File: src/rtl/contador_limite_parametrizado.sv
// Parametrised up/down counter with a programmable terminal value and a choice
// between wrapping and saturating at that terminal. It also produces an
// end-of-count pulse.
module contador_limite_parametrizado #(
  parameter int WIDTH      = 4,
  parameter int LIMITE     = 7,
  parameter int RECICLAVEL = 0
) (
  input  logic             Clock,
  input  logic             Clear,
  input  logic             Enable,
  input  logic             Direcao,
  input  logic             Carga,
  input  logic [WIDTH-1:0] Valor,
  output logic [WIDTH-1:0] Contagem,
  output logic             saida,
  output logic             Pulso_fim
);

  localparam logic [WIDTH-1:0] LIM  = WIDTH'(LIMITE);
  localparam logic [WIDTH-1:0] ZERO = '0;
  localparam logic [WIDTH-1:0] ONE  = WIDTH'(1);

  logic [WIDTH-1:0] contagem_q, contagem_d;
  logic             pulso_q, pulso_d;
  logic [WIDTH-1:0] terminal, inicio, carga_val, passo;

  // Terminal and restart points swap roles with the counting direction
  always_comb begin
    terminal  = Direcao ? ZERO : LIM;
    inicio    = Direcao ? LIM  : ZERO;
    carga_val = (Valor > LIM) ? LIM : Valor;
    passo     = Direcao ? (contagem_q - ONE) : (contagem_q + ONE);
  end

  always_comb begin
    contagem_d = contagem_q;
    pulso_d    = 1'b0;
    if (Clear) begin
      contagem_d = ZERO;
    end else if (Carga) begin
      contagem_d = carga_val;
    end else if (Enable) begin
      if (contagem_q == terminal) begin
        if (RECICLAVEL != 0) begin
          contagem_d = inicio;
        end
      end else begin
        contagem_d = passo;
        pulso_d    = (passo == terminal);
      end
    end
  end

  always_ff @(posedge Clock) begin
    if (Clear) begin
      contagem_q <= ZERO;
      pulso_q    <= 1'b0;
    end else begin
      contagem_q <= contagem_d;
      pulso_q    <= pulso_d;
    end
  end

  assign Contagem  = contagem_q;
  assign Pulso_fim = pulso_q;
  assign saida     = (contagem_q == terminal);

endmodule
File: config.mk
export PLATFORM = sky130hd
export DESIGN_NAME = contador_limite_parametrizado
export DESIGN_NICKNAME = d
export VERILOG_FILES = /design/src/rtl/contador_limite_parametrizado.sv
export SDC_FILE = /design/constraint.sdc
export NUM_CORES = 1
export LEC_CHECK = 0
export CAP_MARGIN = 20
export CORE_AREA = 2 2 39 41
export CTS_CLUSTER_DIAMETER = 80
export DETAILED_ROUTE_END_ITERATION = 16
export DIE_AREA = 0 0 41 43
export GPL_ROUTABILITY_DRIVEN = 0
export SLEW_MARGIN = 20
export SYNTH_ARGS = -nofsm -noshare
export SYNTH_HDL_FRONTEND = slang
export SYNTH_SLANG_ARGS = --single-unit
export TNS_END_PERCENT = 20
File: constraint.sdc
create_clock -name Clock -period 2.3 [get_ports Clock]
set_input_delay 0.345 -clock Clock [delete_from_list [all_inputs] [get_ports Clock]]
set_output_delay 0.345 -clock Clock [all_outputs]
set_load 0.005 [all_outputs]
==> results.env, run 1 <==
RESULT_OF_THE_RUN='complete, no violations'
GRT_FIRST_PASS_WIRELENGTH_UM=1350
CTS.HTREE.LEVELS=1
FMAX_GHz=0.480
CLK_PATH_BUF_DEPTH=2
REG2REGPATHDEPTH=6
CP_MAX_FO=5
WL_MET1_UM=403
SYNTHTOPCELLSBYCOUNT='5 x sky130_fd_sc_hd__dfxtp_1, 4 x sky130_fd_sc_hd__a21oi_1, 4 x sky130_fd_sc_hd__inv_1'
TIMING_MAX_TRANSITION_VIOLATIONS_FINAL=0
SYNTH_SIMPLE_GATE_AREA_SHARE_PCT=22.1
CLOCK-SINKS=5
SYN_TO_FINAL_GROWTH_PCT=62.5
TIMING.MAX_CAP.VIOLATIONS=0
MULTI_INPUT_AREA_UM2=241
DR_WL_MET2_UM=432
SYNTH_FP_NETS=55
POSTSYNTHREGISTERBITS=5
DRC=0
POWER.DENSITY_CELL_AREA_nW_PER_UM2=550
COMBINATIONAL_FAMILY_WITH_THE_MOST_AREA_AFTER_SYNTHESIS='compound AO/OA/AOI/OAI gates'
SYNTHDISTINCTLIBCELLS=24
VIAS_PER_CELL=4.79
INITIAL_UTILIZATION_PCT=25.8
FLOORPLAN.CORE_AREA_UM2=1380
GRT_ANTENNA_BEFORE_REPAIR=0
GRT_PASS1_VIAS=373
FIN_NETS=79
PLACEMENT.IO_BUFFERS=14
SYNTH.YOSYS.SEQ_AREA_SHARE_PCT=28.1
SLEW_HEADROOM_PCT=81.4
WORST_IR_DROP_VDD_V=0.000222
WORSTSKEWPAIRLATENCY_PS=240
WORST-SETUP-PATH-TYPE='in2out'
SYNTH_TOP_FLOP_CELL='sky130_fd_sc_hd__dfxtp_1'
SYN-INSTANCE-COUNT=43
ANTENNA-DIODE-COUNT=0
PIN_COUNT_OF_THE_BIGGEST_NET_ENTERING_GLOBAL_ROUTING=7
MAPPEDNETLISTAREA_UM2=357
PERIOD_MINUS_SLACK_PS=2080
CRITICAL_PATH_ARRIVAL_PS=1740
SYNTHXORXNORAREAFRAC_PCT=7.37
ASYNC_FLOP_SHARE_PCT=0
START_KIND='input pin'
SYNTH_AREA_LEADERS='sky130_fd_sc_hd__dfxtp_1 28%, sky130_fd_sc_hd__xnor2_1 7.4%, sky130_fd_sc_hd__ha_1 7.0%'
NUM_ROWS=14
YOSYS.AREA_SHARE.ADDER_PCT=12.6
WORSTPATHREQUIRED_PS=1960
PATH_CLK_SLEW_PS=40
CELL_BY_CELL_TRACE_OF_THE_CRITICAL_PATH='dlygate4sd2_1 -> ha_1 -> nand3b_1 -> nor2_1 -> clkdlybuf4s50_1'
SYNTH_ENABLE_FLOP_CELLS=0
GRT.TOTAL_USAGE_PCT=11.3
CTS_HOLD_BUF=0
SYNTH_MUX_AREA_SHARE_PCT=2.81
SYNTH_TOP_AREA_SHARE_PCT=28.1
FINAL_MIN_PERIOD_OVER_CLOCK_PERIOD_PCT=90.6
DIE_W_UM=41
POSTLAYOUTSETUPSLACKWORST_PS=217
FINAL_LAYOUT_SIZE_SUFFIX_GT1_SHARE_PCT=15.2
ROUTED_LENGTH_PER_INSTANCE_UM=10.6
TIMING.CRITICAL_PATH.SLOWEST_CELL_DELAY_PS=520
FIN_UTIL_PCT=41.9
GRT_REMAINING_OVERFLOW=0
TIGHTEST_HOLD_CHECK_TYPE='reg2reg'
FINAL_ANTENNA_NET_COUNT=0
FINALWIRELENGTH_UM=870
SKEW_PS=0.112
FINALINSTANCEAREA_UM2=579
DR_TOTAL_VIAS=393
LIBRARY_CELL_WITH_THE_HIGHEST_INSTANCE_COUNT_AFTER_SYNTHESIS='sky130_fd_sc_hd__dfxtp_1'
SYNTH.LARGEST_AREA_CELL='sky130_fd_sc_hd__dfxtp_1'
DR.PASS1.ITERS=4
FINALHOLDVIOLATIONS=0
DIE_SPAN_IN_Y_UM=43
SYNTHESIZED_AREA_PER_CELL_UM2=8.29
CRITPATHTOPFAMILY='buffers and inverters'
REGISTER_AREA_UM2=100
GRT_SETUP_UNREPAIRED='false'
WORST_HOLD_PATH.NUM_CELLS=2
SYNTHESIZED_AREA_FRACTION_OCCUPIED_BY_AO_OA_AOI_AND_OAI_CELLS_PCT=22.8
TRITONCTS='yes'
CTS_INSERTED_BUFFERS=3
REG2REG_SLACK_PS=510
CELL_WITH_THE_LARGEST_STAGE_DELAY_ON_THE_WORST_PATH='sky130_fd_sc_hd__clkdlybuf4s50_1'
TOTALNEGATIVESETUPSLACK_PS=0
FINAL-SETUP-VIOL-COUNT=0
CRITICAL_PATH.N_BUFFERS_INVERTERS=2
WIRE_LENGTH_ON_MET3_UM=33
YS_WARN_COUNT=0
CELLLEAKAGEPOWER_nW=0.229
WORST_SLEW_PIN_SLEW_PS=277
CLOCK_TREE.ROOT_CELL='sky130_fd_sc_hd__clkbuf_4'
FLOORPLAN.DIE_AREA_UM2=1760
DESIGN.PORTCOUNT=15
CP-END-KIND='output pin'
LAYOUT_FILLER_CELL_COUNT=144
MAXUSEDROUTINGLAYER='met3'
PLACEMENT.SETUP.WORST_SLACK_PS=0.358
PATH_DEPTH=5
DRT_ITER0_DRC=15
DETAILED_PLACE.AREA_UM2=554
[cells by family after synthesis]
| group | count (synthesis) |
|---|---|
| flip-flops | 5 |
| XOR/XNOR | 3 |
| multiplexers | 1 |
| adder cells (fa/ha/maj) | 3 |
| buffers and inverters | 4 |
| AND/OR/NAND/NOR | 14 |
| AO/OA/AOI/OAI | 13 |
[worst register-to-register path, cell delays in order, from the launching register on]
cell and delay, ps:
sky130_fd_sc_hd__dfxtp_1 440, sky130_fd_sc_hd__inv_1 110, sky130_fd_sc_hd__fa_1 410, sky130_fd_sc_hd__xnor2_1 170, sky130_fd_sc_hd__nor4_1 200, sky130_fd_sc_hd__a31oi_1 80
sky130_fd_sc_hd__nor4bb_1 280
[state kept, by name, summed over array words and instances (netlist names)]
signal,cells
Contagem,4
Pulso_fim,1
[repair_timing]
item,4_1_cts,5_1_grt
endpoints found under the hold margin,0,0
resized for setup,1,0
buffers inserted,0,0
endpoints found under the setup margin,1,0
[layout by cell type (no fill, tap or decap), drive strengths merged]
cell           Yosys  routed
a211oi             2       2
a21oi              4       4
a31oi              1       1
and3               1       1
buf                0       5
clkbuf             0       4
clkdlybuf4s50      0      13
dfxtp              5       5
dlygate4sd2        0       1
fa                 1       1
ha                 2       2
inv                4       4
mux2i              1       1
nand2              1       1
nand3              1       1
nand3b             1       1
nor2               3       3
nor3               3       3
nor4               1       1
nor4bb             1       1
o21a               1       1
o21ai              3       3
o221ai             1       1
o31ai              1       1
or2                1       1
or4                1       1
xnor2              3       3
[per-stage QoR]
stage | total power [mW] | std cells | hold WS, ps
global route | 0.344 | 82 | 556
floorplan | 0.162 | 43 | 414
finish | 0.319 | 82 | 529
CTS | 0.325 | 82 | 527
global placement | 0.219 | 78 | 515
detailed placement | 0.221 | 78 | 521
[path summary, 6_finish.rpt]
| path | end | from |
|---|---|---|
| max reg2reg | Pulso_fim | Contagem[0] |
| min | Contagem[3] | Contagem[3] |
| min reg2reg | Contagem[3] | Contagem[3] |
| max | saida | Direcao |
[final cells by class]
class | instances | area share, %
sequential | 5 | 17.3
timing repair buffer | 19 | 30.5
tap | 16 | 3.46
clock buffer | 4 | 4.54
multi-input combinational | 34 | 41.7
inverter | 4 | 2.59
[report_power, final]
part | switching [mW] | leakage (nW) | total [mW] | internal [mW]
sequential | 0.00947 | 0.0413 | 0.103 | 0.0938
combinational | 0.0495 | 0.173 | 0.116 | 0.0661
clock | 0.0345 | 0.0150 | 0.100 | 0.0655
total | 0.0935 | 0.229 | 0.319 | 0.225
[routing by layer]
metal | track usage (%) | vias up
met1 | 14.1 | 175
li1 | - | 208
met3 | 3.14 | 0
met2 | 15.9 | 10
met4 | 8.00 | 0
met5 | 0 | -
Power figures use the tool's default switching activity.
==> inputs of run 2 (changes only) <==
--- a/config.mk
+++ b/config.mk
@@ -7,6 +7,7 @@
 export LEC_CHECK = 0
 export CAP_MARGIN = 20
 export CORE_AREA = 2 2 39 41
+export CTS_BUF_LIST = sky130_fd_sc_hd__clkbuf_8
 export CTS_CLUSTER_DIAMETER = 80
 export DETAILED_ROUTE_END_ITERATION = 16
 export DIE_AREA = 0 0 41 43
==> run 2 against run 1 <==
Worst hold slack worse by 4.3 ps. Maximum frequency fell by 0.11%. Clock power rose by 58%. Wire length grew 1.1%. Cell count unchanged. Design area up 3.2%. Setup slack got worse by 2.3 ps. Clock-buffer cell count fell by 1. Largest cell class unchanged. Largest power group is now clock. Highest routed layer is now met4.
==> results.env, run 2 (synthesis gave the netlist of run 1 again) <==
RESULT_OF_THE_RUN='complete, no violations'
TIMING.MAX_CAP.VIOLATIONS=0  # unchanged
FMAX_GHz=0.480  # -0.11%
FIN_NETS=79  # unchanged
CRITICAL_PATH_ARRIVAL_PS=1740  # about the same
P_INT_mW=0.275  # +22%
POWER.DENSITY_CELL_AREA_nW_PER_UM2=630  # +14%
GRT_FIRST_PASS_WIRELENGTH_UM=1390  # +3.6%
PERIOD_MINUS_SLACK_PS=2090  # +2.32 ps
FLOORPLAN.CORE_AREA_UM2=1380  # unchanged
POWER.SHARE.SWITCHING_PCT=27.1  # -2.2 points
NUM_ROWS=14  # unchanged
CLOCK_TREE.ROOT_CELL='sky130_fd_sc_hd__clkbuf_8'
CP_MAX_FO=5  # unchanged
POWER.SHARE.CLOCK_PCT=41.9  # +10 points
TRITONCTS='yes'
START_KIND='input pin'
PATH_CLK_SLEW_PS=40  # about the same
DESIGN.PORTCOUNT=15  # unchanged
POWER_SHARE_OF_THE_SEQUENTIAL_GROUP_PCT=27.4  # -5.0 points
FLOORPLAN.DIE_AREA_UM2=1760  # unchanged
INITIAL_UTILIZATION_PCT=25.8  # unchanged
DR.PASS1.ITERS=4  # unchanged
LARGEST_REGISTER_FF_COUNT=4  # unchanged
CTS.HTREE.LEVELS=1  # unchanged
FINALINSTANCEAREA_UM2=598  # +3.2%
ROUTED_LENGTH_PER_INSTANCE_UM=10.7  # +1.1%
COMBPWRFRAC_PCT=30.7  # -5.6 points
GRT_SETUP_UNREPAIRED='false'
WORSTPATHREQUIRED_PS=1960  # about the same
GRT_ANTENNA_BEFORE_REPAIR=0  # unchanged
CP-END-KIND='output pin'
CTS_HOLD_BUF=0  # unchanged
FINAL_LAYOUT_SIZE_SUFFIX_GT1_SHARE_PCT=15.2  # unchanged
GRT_PASS1_VIAS=372  # -0.27%
FINAL-SETUP-VIOL-COUNT=0  # unchanged
VIAS_PER_CELL=4.78  # -0.25%
ANTENNA-DIODE-COUNT=0  # unchanged
GRT.TOTAL_USAGE_PCT=12.1  # +0.80 points
DR_TOTAL_VIAS=392  # -0.25%
POST-CTS-SETUP-BUFFER-COUNT=0  # unchanged
SYN_TO_FINAL_GROWTH_PCT=67.7
TOTALNEGATIVESETUPSLACK_PS=0  # unchanged
CTS_INSERTED_BUFFERS=3  # unchanged
FINALWIRELENGTH_UM=880  # +1.1%
CTS.REPAIR.RESIZED=1  # unchanged
TIMING_MAX_TRANSITION_VIOLATIONS_FINAL=0  # unchanged
DETAILED_PLACE.AREA_UM2=554  # unchanged
CELLLEAKAGEPOWER_nW=0.241  # +5.2%
FINAL_COMMON_CELL='sky130_fd_sc_hd__clkdlybuf4s50_1'
TIGHTEST_HOLD_CHECK_TYPE='reg2reg'
CLK_PATH_BUF_DEPTH=2  # unchanged
WORST_IR_DROP_VDD_V=0.000316  # +42%
DRT_ITER0_DRC=7  # -8
DRC=0  # unchanged
FINAL_ANTENNA_NET_COUNT=0  # unchanged
FINAL_MIN_PERIOD_OVER_CLOCK_PERIOD_PCT=90.7  # +0.10 points
WORST_SLEW_PIN_SLEW_PS=276  # -1.39 ps
FINALHOLDVIOLATIONS=0  # unchanged
DIE_W_UM=41  # unchanged
WORST-SETUP-PATH-TYPE='in2out'
CLOCK-SINKS=5  # unchanged
SKEW_PS=0.110  # -0.00142 ps
PIN_COUNT_OF_THE_BIGGEST_NET_ENTERING_GLOBAL_ROUTING=7  # unchanged
PLACEMENT.IO_BUFFERS=14  # unchanged
MOST-COMMON-LAYOUT-CELLS='13 x sky130_fd_sc_hd__clkdlybuf4s50_1, 5 x sky130_fd_sc_hd__dfxtp_1, 5 x sky130_fd_sc_hd__inv_1, 5 x sky130_fd_sc_hd__buf_4, 4 x sky130_fd_sc_hd__a21oi_1'
FINAL_STANDARD_CELL_COUNT_WITH_TAPS_INCLUDED_AND_FILLERS_EXCLUDED=82  # unchanged
SLEW_HEADROOM_PCT=81.5  # +0.093 points
WORSTSKEWPAIRLATENCY_PS=220  # -20 ps
GRT_REMAINING_OVERFLOW=0  # unchanged
DIE_SPAN_IN_Y_UM=43  # unchanged
P_SWITCHING_mW=0.102  # +9.4%
PLACED_CELLS=78  # unchanged
## run 2: cell types whose count changed in the layout (fill, tap and decap cells not counted), sizes merged
cell	before	now
clkbuf	4	3
inv	4	5
## run 2: final cells by class
class / count / area [µm²]
Clock buffer: 3 / 41.3
Timing Repair Buffer: 19 / 176
Clock inverter: 1 / 3.75
Fill cell: 137 / 786
Multi-Input combinational cell: 34 / 241
Sequential cell: 5 / 100
Inverter: 4 / 15.0
Tap cell: 16 / 20.0
## run 2: stage by stage
| step | setup slack, ps | power [mW] | utilization, % | hold slack (ps) |
|---|---|---|---|---|
| floorplan | 691 | 0.162 | - | 414 |
| global placement | 31.4 | 0.219 | 40.1 | 515 |
| detailed placement | 0.358 | 0.221 | 40.1 | 521 |
| CTS | 223 | 0.381 | 43.2 | 526 |
| global route | 165 | 0.401 | 43.2 | 554 |
| finish | 215 | 0.377 | 43.2 | 525 |
## run 2: power by group through the flow
| stage | Sequential [mW] | Combinational [mW] | Clock (mW) |
|---|---|---|---|
| finish | 0.103 | 0.116 | 0.158 |
| global route | 0.104 | 0.127 | 0.169 |
| CTS | 0.104 | 0.116 | 0.161 |
| detailed placement | 0.105 | 0.116 | 0 |
| global placement | 0.105 | 0.115 | 0 |
| floorplan | 0.103 | 0.0592 | 0 |
## run 2: metal layers
| layer | wire length (µm) | GRT usage, % | share of wire [%] | vias to the layer above |
|---|---|---|---|---|
| met3 | 36 | 3.14 | 4.1 | 2 |
| li1 | - | - | - | 206 |
| met1 | 410 | 14.5 | 47 | 172 |
| met5 | 0 | 0 | 0 | - |
| met4 | 21 | 12.0 | 2.4 | 0 |
| met2 | 412 | 16.3 | 47 | 12 |
## run 2: final timing paths
check                    from          end  slack [ps]  depth (start not counted)
setup / recovery      Direcao        saida         210                          5
hold / removal    Contagem[3]  Contagem[3]         530                          2
setup reg to reg  Contagem[0]    Pulso_fim         510                          6
hold reg to reg   Contagem[3]  Contagem[3]         530                          2
## run 2: worst max-delay path, stage by stage
cell,delay [ps]
sky130_fd_sc_hd__dlygate4sd2_1,290
sky130_fd_sc_hd__ha_1,320
sky130_fd_sc_hd__nand3b_1,110
sky130_fd_sc_hd__nor2_1,160
sky130_fd_sc_hd__clkdlybuf4s50_1,520
